==> config.mk <==
export PLATFORM = sky130hd
export DESIGN_NAME = mem_write_ctrl
export DESIGN_NICKNAME = d
export VERILOG_FILES = /design/src/rtl/mem_write_ctrl.sv
export SDC_FILE = /design/constraint.sdc
export NUM_CORES = 1
export LEC_CHECK = 0
export ABC_AREA = 1
export CAP_MARGIN = 30
export CORE_ASPECT_RATIO = 1.5
export CORE_UTILIZATION = 50
export DETAILED_ROUTE_END_ITERATION = 6
export PLACE_DENSITY = 0.81
export REMOVE_ABC_BUFFERS = 1
export SLEW_MARGIN = 20
export SYNTH_ARGS = -nofsm -noshare
export SYNTH_HDL_FRONTEND = slang
export SYNTH_SLANG_ARGS = --single-unit
export TNS_END_PERCENT = 20
==> constraint.sdc <==
create_clock -name clk -period 5.5 [get_ports clk]
set_input_delay 0.55 -clock clk [delete_from_list [all_inputs] [get_ports clk]]
set_output_delay 0.55 -clock clk [all_outputs]
set_load 0.005 [all_outputs]
==> src/rtl/mem_write_ctrl.sv <==
`default_nettype none
// ---------------------------------------------------------------------------
// mem_write_ctrl: store buffer that lane-aligns core stores into a FIFO,
// drains them as memory write beats and flags read-after-write hazards.
// Revision: 1.0
// ---------------------------------------------------------------------------
module mem_write_ctrl #(
  parameter int ADDR_WIDTH = 32,
  parameter int DATA_WIDTH = 32,
  parameter int DEPTH      = 4
) (
  input  logic                      clk,
  input  logic                      rst_n,
  input  logic                      st_valid,
  output logic                      st_ready,
  input  logic [ADDR_WIDTH-1:0]     st_addr,
  input  logic [DATA_WIDTH-1:0]     st_data,
  input  logic [1:0]                st_size,
  output logic                      st_misaligned,
  output logic                      wr_en,
  input  logic                      wr_ready,
  output logic [ADDR_WIDTH-1:0]     wr_addr,
  output logic [DATA_WIDTH-1:0]     wr_data,
  output logic [DATA_WIDTH/8-1:0]   wr_strb,
  input  logic [ADDR_WIDTH-1:0]     rd_addr,
  output logic                      rd_hazard,
  output logic                      empty,
  output logic [$clog2(DEPTH):0]    count
);

  localparam int PTR_W  = $clog2(DEPTH);
  localparam int CNT_W  = PTR_W + 1;
  localparam int STRB_W = DATA_WIDTH / 8;

  generate
    if (DATA_WIDTH != 32 || DEPTH < 2 || (DEPTH & (DEPTH - 1)) != 0) begin : g_param_check
      $error("mem_write_ctrl: DATA_WIDTH must be 32 and DEPTH a power of 2 >= 2");
    end
  endgenerate

  logic [PTR_W-1:0]      wptr_q, rptr_q;
  logic [CNT_W-1:0]      count_q;
  logic                  mis_q;
  logic [ADDR_WIDTH-1:0] buf_addr_q [DEPTH];
  logic [DATA_WIDTH-1:0] buf_data_q [DEPTH];
  logic [STRB_W-1:0]     buf_strb_q [DEPTH];

  logic                  accept, illegal, push, pop;
  logic [1:0]            off;
  logic [ADDR_WIDTH-1:0] ent_addr, rd_word;
  logic [DATA_WIDTH-1:0] ent_data;
  logic [STRB_W-1:0]     ent_strb;
  logic [PTR_W-1:0]      rel [DEPTH];
  logic [DEPTH-1:0]      entry_valid;

  assign off      = st_addr[1:0];
  assign st_ready = (count_q < CNT_W'(DEPTH));
  assign empty    = (count_q == '0);
  assign wr_en    = !empty;
  assign accept   = st_valid && st_ready;
  assign push     = accept && !illegal;
  assign pop      = wr_en && wr_ready;
  assign ent_addr = {st_addr[ADDR_WIDTH-1:2], 2'b00};
  assign rd_word  = {rd_addr[ADDR_WIDTH-1:2], 2'b00};

  always_comb begin
    illegal  = 1'b0;
    ent_strb = 4'b1111;
    ent_data = st_data;
    case (st_size)
      2'b00: begin
        ent_strb = 4'b0001 << off;
        ent_data = {4{st_data[7:0]}};
      end
      2'b01: begin
        illegal  = off[0];
        ent_strb = 4'b0011 << off;
        ent_data = {2{st_data[15:0]}};
      end
      2'b10:   illegal = (off != 2'b00);
      default: illegal = 1'b1;
    endcase
  end

  always_ff @(posedge clk or negedge rst_n) begin
    if (!rst_n) begin
      wptr_q  <= '0;
      rptr_q  <= '0;
      count_q <= '0;
      mis_q   <= 1'b0;
    end else begin
      if (push) wptr_q <= wptr_q + PTR_W'(1);
      if (pop)  rptr_q <= rptr_q + PTR_W'(1);
      case ({push, pop})
        2'b10:   count_q <= count_q + CNT_W'(1);
        2'b01:   count_q <= count_q - CNT_W'(1);
        default: count_q <= count_q;
      endcase
      mis_q <= accept && illegal;
    end
  end

  // Payload storage needs no reset: occupancy alone decides which entries are live.
  always_ff @(posedge clk) begin
    if (push) begin
      buf_addr_q[wptr_q] <= ent_addr;
      buf_data_q[wptr_q] <= ent_data;
      buf_strb_q[wptr_q] <= ent_strb;
    end
  end

  always_comb begin
    rd_hazard = 1'b0;
    for (int i = 0; i < DEPTH; i++) begin
      rel[i]         = PTR_W'(i) - rptr_q;
      entry_valid[i] = ({1'b0, rel[i]} < count_q);
      if (entry_valid[i] && buf_addr_q[i] == rd_word) rd_hazard = 1'b1;
    end
  end

  assign wr_addr       = empty ? '0 : buf_addr_q[rptr_q];
  assign wr_data       = empty ? '0 : buf_data_q[rptr_q];
  assign wr_strb       = empty ? '0 : buf_strb_q[rptr_q];
  assign st_misaligned = mis_q;
  assign count         = count_q;

endmodule
`default_nettype wire

Yosys cells after proc, flatten, opt, wreduce, memory -nomap -nowiden:

Memory sizes are Yosys's and may differ from the RTL's.
Index checks and enable logic that the tools add are counted.

* add/subtract/negate cells: 8
* magnitude comparators: 5
* eq/ne operators: 8
* shift operators: 2
* muxes and demuxes: 13
* reductions and logical operators: 14

Operator list (count)
* $eq A32 B32 Y1: 4
* $mux W32: 2
* $pmux W32 S2: 1
* $lt A2 B3 Y1: 4
* $logic_and A1 B1 Y1: 8
* $pmux W4 S2: 1
* $mux W1: 6
* $pmux W3 S2: 1
* $add A2 B1 Y2 const B: 2
* $eq A2 B1 Y1 const B: 2
* $eq A2 B2 Y1 const B: 2
* $mux W4: 1
* $reduce_bool A2 Y1: 2
* $shl A1 B2 Y4 const A: 1
* $shl A2 B2 Y4 const A: 1
* $sub A1 B2 Y2 const A: 2
* $sub A2 B2 Y2 const A: 2
* $add A3 B1 Y3 const B: 1
* $logic_not A3 Y1: 1
* $lt A3 B3 Y1 const B: 1
* $pmux W1 S3: 1
* $sub A3 B1 Y3 const B: 1
* $logic_not A1 Y1: 2
* $logic_not A2 Y1: 1

* bits in registers: 8
* RAM bits: 264
* input bits: 102
* output and inout port bits: 76
* memories: 3

Memory list
* buf_data_q: depth 4, width 32, read ports 1, clocked after Yosys merged registers in 0, write ports 1, RTL line 45 `logic [DATA_WIDTH-1:0] buf_data_q [DEPTH];`
* buf_addr_q: depth 4, width 30, read ports 5, clocked after Yosys merged registers in 0, write ports 1, RTL line 44 `logic [ADDR_WIDTH-1:0] buf_addr_q [DEPTH];`
* buf_strb_q: depth 4, width 4, read ports 1, clocked after Yosys merged registers in 0, write ports 1, RTL line 46 `logic [STRB_W-1:0] buf_strb_q [DEPTH];`

Depth between registers and ports, before layout:

Gate-level depths: netlist of the first run.

* depth in word-level cells: 7
* gate-level depth with buffers: 14
* depth with buffers taken out: 12

Least setup slack after synthesis of the first run:

OpenSTA, ideal clock, no wires.

* path type: in2reg
* start: in st_addr[0]
* end: mem buf_addr_q[0][0] (netlist name) (enable)
* arrival time: 3911 ps
* data required time: 5009 ps
* setup slack: 1099 ps
* stages: 5
* cell sequence: inv_1 > nand2_1 > o21ai_0 > nand4_2 > nor2_1

* longest elaborated chain between the ends: 6

RTL lines
* from (decl): RTL line 16 `input logic [ADDR_WIDTH-1:0] st_addr,`
* $reduce_bool A2 Y1: RTL line 80 `2'b10: illegal = (off != 2'b00);`
* $pmux W1 S3 *: RTL line 70 `case (st_size)`
* $logic_not A1 Y1 *: RTL line 61 `assign push = accept && !illegal;`
* $logic_and A1 B1 Y1 *: RTL line 61
* $mux W1 *: RTL line 105 `if (push) begin`
* $mux W1 (not written as such) *: RTL line 106 `buf_addr_q[wptr_q] <= ent_addr;`
* to (decl): RTL line 44

Every way passes the cells marked *; elsewhere a longest branch is shown, timed or not.

Worst setup path in the final report of the first run:

* start: reg rptr_q[1]
* end: out wr_addr[13]

* longest elaborated chain between the ends: 2

RTL lines
* from (decl): RTL line 41 `logic [PTR_W-1:0] wptr_q, rptr_q;`
* from (signal assigned): RTL line 93 `if (pop) rptr_q <= rptr_q + PTR_W'(1);`
* $mem_v2 Z4 W30
* $mux W32: RTL line 121 `assign wr_addr = empty ? '0 : buf_addr_q[rptr_q];`
* to (decl): RTL line 22 `output logic [ADDR_WIDTH-1:0] wr_addr,`

No other way between the ends.

==> summary.txt, run 1 <==
Cells and area
  • FF/Latch Area: 8130 sq um
  • Most common cell after layout, fill and taps aside: nand2_1
  • # nets final: 1452
  • Layout cells sized above 1: 0.0576
  • Area Growth Syn to Fin: 22.4%
  • Multi-input gate area: 3800 sq um
  • Fillers: 1895
  • Finished Core Util: 0.628
  • Commonest non-fill, non-tap cells in the layout: nand2_1 (315), edfxtp_1 (264), clkdlybuf4s50_1 (173)

Die
  • Core box area: 24600 sq um
  • Core Rows: 70
  • I/O Pins: 178
  • Die height: 197 um
  • Starting Density: 0.513
  • Die area: 25900 sq um
  • Die W: 132 um

STA
  • Crit share post-route: 0.708
  • RSZ-0062 raised after global routing: no
  • Endpoints failing hold: 0
  • Setup Skew: 6.97 ps
  • Final number of setup-violating endpoints: 0
  • Slew Limit Fails: 0
  • Final min period: 3890 ps
  • Setup_tns: 0 ps
  • Max Fclk: 0.257 GHz
  • Slew margin rel.: 0.361
  • Final worst slack: 1610 ps
  • Slew at the pin closest to its max-slew limit: 956 ps

Worst setup path
  • Flop-to-flop setup slack: 2910 ps
  • Worst Path Required: 4950 ps
  • CP startpoint: rptr_q[1]
  • CP max FO: 49
  • Critical path arrival: 3340 ps
  • Critical path class: flop to primary output
  • Endpoint class of the critical path: primary output
  • Worst R2R Start: count[0]
  • Reg2Reg Depth: 9
  • R2R Path End: count[1]
  • Worst setup SP type: flop

Place
  • Gpl congestion: 0.900
  • Worst slack at placement: 1730 ps
  • Port bufs: 173
  • DP HPWL: 21900 um

Routing
  • Routed WL per cell: 19.9 um
  • Routed Wire Length: 33400 um
  • DRC viols: 0
  • Initial DRC count: 905
  • DR pass1 iterations: 5
  • Vias per std cell: 5.56
  • Post-DRT Antenna Nets: 0
  • Vias: 9339

Run
  • Max-Cap Viols: 0

CTS
  • TritonCTS clock tree: built
  • Postcts setup bufs: 0
  • CTS H-tree depth: 1
  • Clock sink count: 272
  • Clock Path Buffers: 3
  • CTS Buf Count: 25
  • # hold bufs at CTS: 0
  • Clk Latency, worst-skew pair: 530 ps
  • Worst-path clk slew: 60 ps
  • Post_cts resized: 0
  • Root Driver: clkbuf_16

Hold path
  • Hold WC Path Type: input pin to async pin

Power
  • Static leakage: 0.00578 uW
  • Worst vdd rail ir drop: 0.327 mV
  • P per Cell Area: 446 nW/um^2
  • Overall power: 6900 uW

Logic synthesis
  • Post-synth cell types: 36
  • Synth Area per Inst: 10.8 sq um
  • FF+latch count, synth: 272
  • Mapped cell area: 12600 sq um
  • Mapped Cells: 1169
  • Seq/Total Area, Yosys: 0.643
  • Synth warnings: 0

Global route
  • Initial antenna violation count: 3
  • GRT Resource Usage Total: 0.258
  • Vias in the first global route: 9572
  • GR Overflow Total: 0
  • Largest net degree at the start of global routing: 50
  • First-pass GRT wire length: 50600 um

Run status
  • Status: complete, no violations
==> per-layer routing <==
metal	wire, um	vias to the layer above	GRT usage	part of all wire
met5	12	-	0	0.00036
met4	1050	2	0.111	0.031
met3	2550	69	0.0484	0.076
met2	17900	413	0.486	0.53
met1	11900	4471	0.279	0.36
li1	-	4384	-	-
==> cells in the mapped netlist (all sizes together) <==
cell | n | area share
buf | 35 | 0.019
xnor2 | 31 | 0.021
o21ai | 38 | 0.015
a221oi | 22 | 0.018
xor2 | 20 | 0.014
nand3 | 64 | 0.025
nand4 | 2 | 0.0015
edfxtp | 264 | 0.63
o22ai | 13 | 0.0064
inv | 118 | 0.035
nor2 | 100 | 0.031
nor3 | 3 | 0.0016
ha | 9 | 0.0089
nand2 | 318 | 0.096
o211ai | 6 | 0.0036
conb | 1 | 0.00030
a22oi | 44 | 0.026
a31oi | 44 | 0.022
dfrtp | 8 | 0.016
fa | 1 | 0.0016
or2 | 6 | 0.0030
a21oi | 7 | 0.0028
clkbuf | 15 | 0.0049
==> kinds of logic (layout without fill, tap and decap cells) <==
logic type,after synthesis,after routing,share of synthesized area
adders and majority gates,10,10,0.0105
and+or+nand+nor,493,493,0.158
DFF,272,272,0.643
buffers and inverters,168,353,0.0591
xor gates and xnor gates,51,51,0.0353
other,1,4,0.000297
AOI/OAI and AO/OA,174,174,0.0935
==> worst max-delay path, cell delays in order (launching register included) <==
cell             delay [ps]
dfrtp_2                 740
nand2_4                 300
inv_2                   120
buf_4                   580
nand2_1                 110
a31oi_1                 350
clkdlybuf4s50_1         580
==> sequential cells by signal (all words and copies together) (netlist names) <==
register and cells:
buf_addr_q 120, rptr_q 2, wptr_q 2, count 3
buf_strb_q 16, st_misaligned 1, buf_data_q 128
==> how the worst max path moves through the flow <==
stage                              endpoint  depth (start not counted)
after floorplan            buf_addr_q[0][0]                          5
final                           wr_addr[13]                          6
after detailed placement  buf_data_q[1][14]                          9
after global placement    buf_data_q[1][14]                          9
after global routing              rd_hazard                         13
after CTS                       wr_addr[13]                          6
==> report_power, final <==
| part | internal [uW] | switching (uW) | leakage [uW] |
|---|---|---|---|
| registers | 2460 | 143 | 0.00248 |
| clock network | 921 | 713 | 0.000367 |
| logic | 1220 | 1440 | 0.00294 |
| total | 4600 | 2300 | 0.00578 |
==> stage by stage <==
| stage | std cells | cell area [sq um] | hold slack, ps |
|---|---|---|---|
| finish | 1681 | 15500 | 306 |
| global route | 1679 | 15500 | 330 |
| CTS | 1679 | 15500 | 312 |
| detailed placement | 1637 | 14700 | 599 |
| global placement | 1636 | 14700 | 570 |
| floorplan | 1120 | 12300 | 254 |
==> cell type report <==
| type | instances | area share |
|---|---|---|
| tap | 324 | 0.0262 |
| timing repair buffer | 193 | 0.125 |
| sequential | 272 | 0.526 |
| antenna | 2 | 0.000324 |
| inverter | 118 | 0.0288 |
| clock inverter | 11 | 0.00639 |
| clock buffer | 31 | 0.0419 |
| multi-input combinational | 730 | 0.246 |
Power figures use the tool's default switching activity.
==> run 2, diff against run 1 <==
--- a/config.mk
+++ b/config.mk
@@ -10,7 +10,7 @@
 export CORE_ASPECT_RATIO = 1.5
 export CORE_UTILIZATION = 50
 export DETAILED_ROUTE_END_ITERATION = 6
-export PLACE_DENSITY = 0.81
+export PLACE_DENSITY = 0.84
 export REMOVE_ABC_BUFFERS = 1
 export SLEW_MARGIN = 20
 export SYNTH_ARGS = -nofsm -noshare
==> constraint.sdc (replaced) <==
create_clock -name clk -period 3.4 [get_ports clk]
set_input_delay 0.34 -clock clk [delete_from_list [all_inputs] [get_ports clk]]
set_output_delay 0.34 -clock clk [all_outputs]
set_load 0.005 [all_outputs]
==> summary.txt, run 2 (same netlist as run 1, synthesis figures left out) <==
Run status
  • Status: complete, no violations (unchanged)

Worst setup path
  • Reg2Reg Depth: 8 (was 9)
  • Critical path cell sequence: inv_4 > nor2_4 > nor2_1 > inv_1 > ha_1 > a21oi_1 > or2_0 > nand3_1 > nor2_1 > nor2_1 > nand2_1 > clkdlybuf4s50_1 (was nand2_4 > inv_2 > buf_4 > nand2_1 > a31oi_1 > clkdlybuf4s50_1)
  • Crit path top cell by count: nor2_1
  • Endpoint class of the critical path: primary output (unchanged)
  • Worst Path Required: 3060 ps (was 4950 ps)
  • Critical path arrival: 2880 ps (was 3340 ps)
  • CP max FO: 4 (was 49)
  • Delay of the slowest critical-path stage: 500 ps (was 740 ps)
  • Slowest-stage cell, CP: clkdlybuf4s50_1 (was dfrtp_2)
  • Worst setup SP type: flop (unchanged)
  • Critical path class: flop to primary output (unchanged)

Cells and area
  • Top reg by flops: buf_data_q (unchanged)
  • Max reg flops: 128 (unchanged)
  • Commonest non-fill, non-tap cells in the layout: nand2_1 (315), edfxtp_1 (264), clkdlybuf4s50_1 (173) (unchanged)
  • Top flop regs: buf_data_q x128, buf_addr_q x120, buf_strb_q x16 (unchanged)
  • Layout cells sized above 1: 0.0675 (was 0.0576)
  • Finished Core Util: 0.638 (was 0.628)
  • Final cell count without fillers: 1688 (was 1681)
  • Most common cell after layout, fill and taps aside: nand2_1 (unchanged)
  • Area Growth Syn to Fin: 24.2% (was 22.4%)
  • Fillers: 1840 (was 1895)
  • # nets final: 1457 (was 1452)

Place
  • Port bufs: 173 (unchanged)
  • DP HPWL: 22100 um (was 21900 um)
  • Dpl cells: 1641 (was 1637)
  • Gpl congestion: 0.915 (was 0.900)

Die
  • Die height: 197 um (unchanged)
  • Die W: 132 um (unchanged)
  • Die area: 25900 sq um (unchanged)
  • I/O Pins: 178 (unchanged)
  • Starting Density: 0.513 (unchanged)
  • Core Rows: 70 (unchanged)
  • Core box area: 24600 sq um (unchanged)

CTS
  • Clk Latency, worst-skew pair: 520 ps (was 530 ps)
  • CTS H-tree depth: 1 (unchanged)
  • Root Driver: clkbuf_16 (unchanged)
  • # hold bufs at CTS: 0 (unchanged)
  • TritonCTS clock tree: built (unchanged)
  • CTS Buf Count: 25 (unchanged)
  • Clock sink count: 272 (unchanged)
  • Clock Path Buffers: 3 (unchanged)
  • Worst-path clk slew: 70 ps (was 60 ps)

Routing
  • Routed WL per cell: 19.7 um (was 19.9 um)
  • DR pass1 iterations: 5 (unchanged)
  • Vias per std cell: 5.64 (was 5.56)
  • Routed Wire Length: 33200 um (was 33400 um)
  • DRC viols: 0 (unchanged)
  • Vias: 9526 (was 9339)
  • Post-DRT Antenna Nets: 0 (unchanged)
  • Initial DRC count: 812 (was 905)

STA
  • Final min period: 3220 ps
  • RSZ-0062 raised after global routing: no (unchanged)
  • Slew Limit Fails: 0 (unchanged)
  • Final number of setup-violating endpoints: 0 (unchanged)
  • Max Fclk: 0.310 GHz
  • Endpoints failing hold: 0 (unchanged)
  • Setup Skew: 10.2 ps (was 6.97 ps)
  • Slew margin rel.: 0.545 (was 0.361)
  • Slew at the pin closest to its max-slew limit: 682 ps (was 956 ps)
  • Crit share post-route: 0.948

Global route
  • Vias in the first global route: 9491 (was 9572)
  • Initial antenna violation count: 3 (unchanged)
  • GRT Resource Usage Total: 0.254 (was 0.258)
  • GR Overflow Total: 0 (unchanged)
  • Largest net degree at the start of global routing: 67 (was 50)
  • First-pass GRT wire length: 50000 um (was 50600 um)

Run
  • Max-Cap Viols: 0 (unchanged)

Hold path
  • Hold WC Path Type: input pin to async pin (unchanged)

Power
  • P per Cell Area: 742 nW/um^2 (was 446 nW/um^2)
  • Static leakage: 0.00590 uW (was 0.00578 uW)
  • Worst vdd rail ir drop: 0.565 mV (was 0.327 mV)
## run 2: cell types whose count changed in the layout (fill, tap and decap cells not counted), sizes merged
cell    delta
clkbuf     -2
bufinv     +5
buf        +5
clkinv     -1
## run 2: timing repair
action / in CTS / in global routing
resized for setup: 0 / 0
setup buffers: 0 / 1
setup endpoints to repair: 0 / 1
## run 2: metrics by stage
| step | worst slack (ps) | power, uW | TNS [ps] | hold slack (ps) | cell area (sq um) |
|---|---|---|---|---|---|
| 4_1_cts | 76.7 | 11700 | 0 | 115 | 15700 |
| 3_3_place_gp | 464 | 8540 | 0 | 582 | 14800 |
| 6_report | 178 | 11600 | 0 | 131 | 15700 |
| 5_1_grt | 52.5 | 12200 | 0 | 144 | 15700 |
| 3_5_place_dp | 417 | 8600 | 0 | 613 | 14800 |
| 2_1_floorplan | -791 | 6080 | -209900 | 44.4 | 12300 |
## run 2: layout make-up
type / count / area [sq um] / share of cell area
flip-flops and latches: 272 / 8130 / 0.518
multi-input cells: 730 / 3800 / 0.242
repair buffers: 198 / 1990 / 0.127
clock buffers: 29 / 661 / 0.0421
inverters: 118 / 445 / 0.0284
well taps: 324 / 405 / 0.0258
clock inverters: 15 / 251 / 0.0160
diodes: 2 / 5.00 / 0.000319
## run 2: report_power, final
| part | leakage, uW | switching [uW] | internal [uW] |
|---|---|---|---|
| clock | 0.000451 | 1180 | 1920 |
| combinational | 0.00297 | 2400 | 2030 |
| sequential | 0.00248 | 154 | 3970 |
| total | 0.00590 | 3730 | 7910 |
## run 2: path summary, 6_finish.rpt
| kind | startpoint | to | slack, ps |
|---|---|---|---|
| worst max-delay path | rptr_q[0] | rd_hazard | 180 |
| worst min-delay path | rst_n | wptr_q[0] | 130 |
| worst max register to register | count[0] | count[1] | 1000 |
| worst min register to register | count[1] | count[1] | 610 |
| max in group asynchronous | rst_n | rptr_q[1] | 2950 |
| min in group clk | st_valid | st_misaligned | 430 |
## run 2: per-layer routing
metal  routed length (um)  vias to the layer above  global-route usage
li1                     -                     4393                   -
met1                11500                     4506               0.282
met2                17400                      520               0.468
met3                 2770                      103              0.0394
met4                 1430                        4               0.130
met5                   24                        -                   0
## run 2: worst max-delay path: cells and delay by family, from the launching register on
kind | cells | cell delay [ps]
AO/OA/AOI/OAI | 1 | 150
adder cells (fa/ha/maj) | 1 | 280
buffers and inverters | 3 | 680
flip-flops | 1 | 450
AND/OR/NAND/NOR | 7 | 800
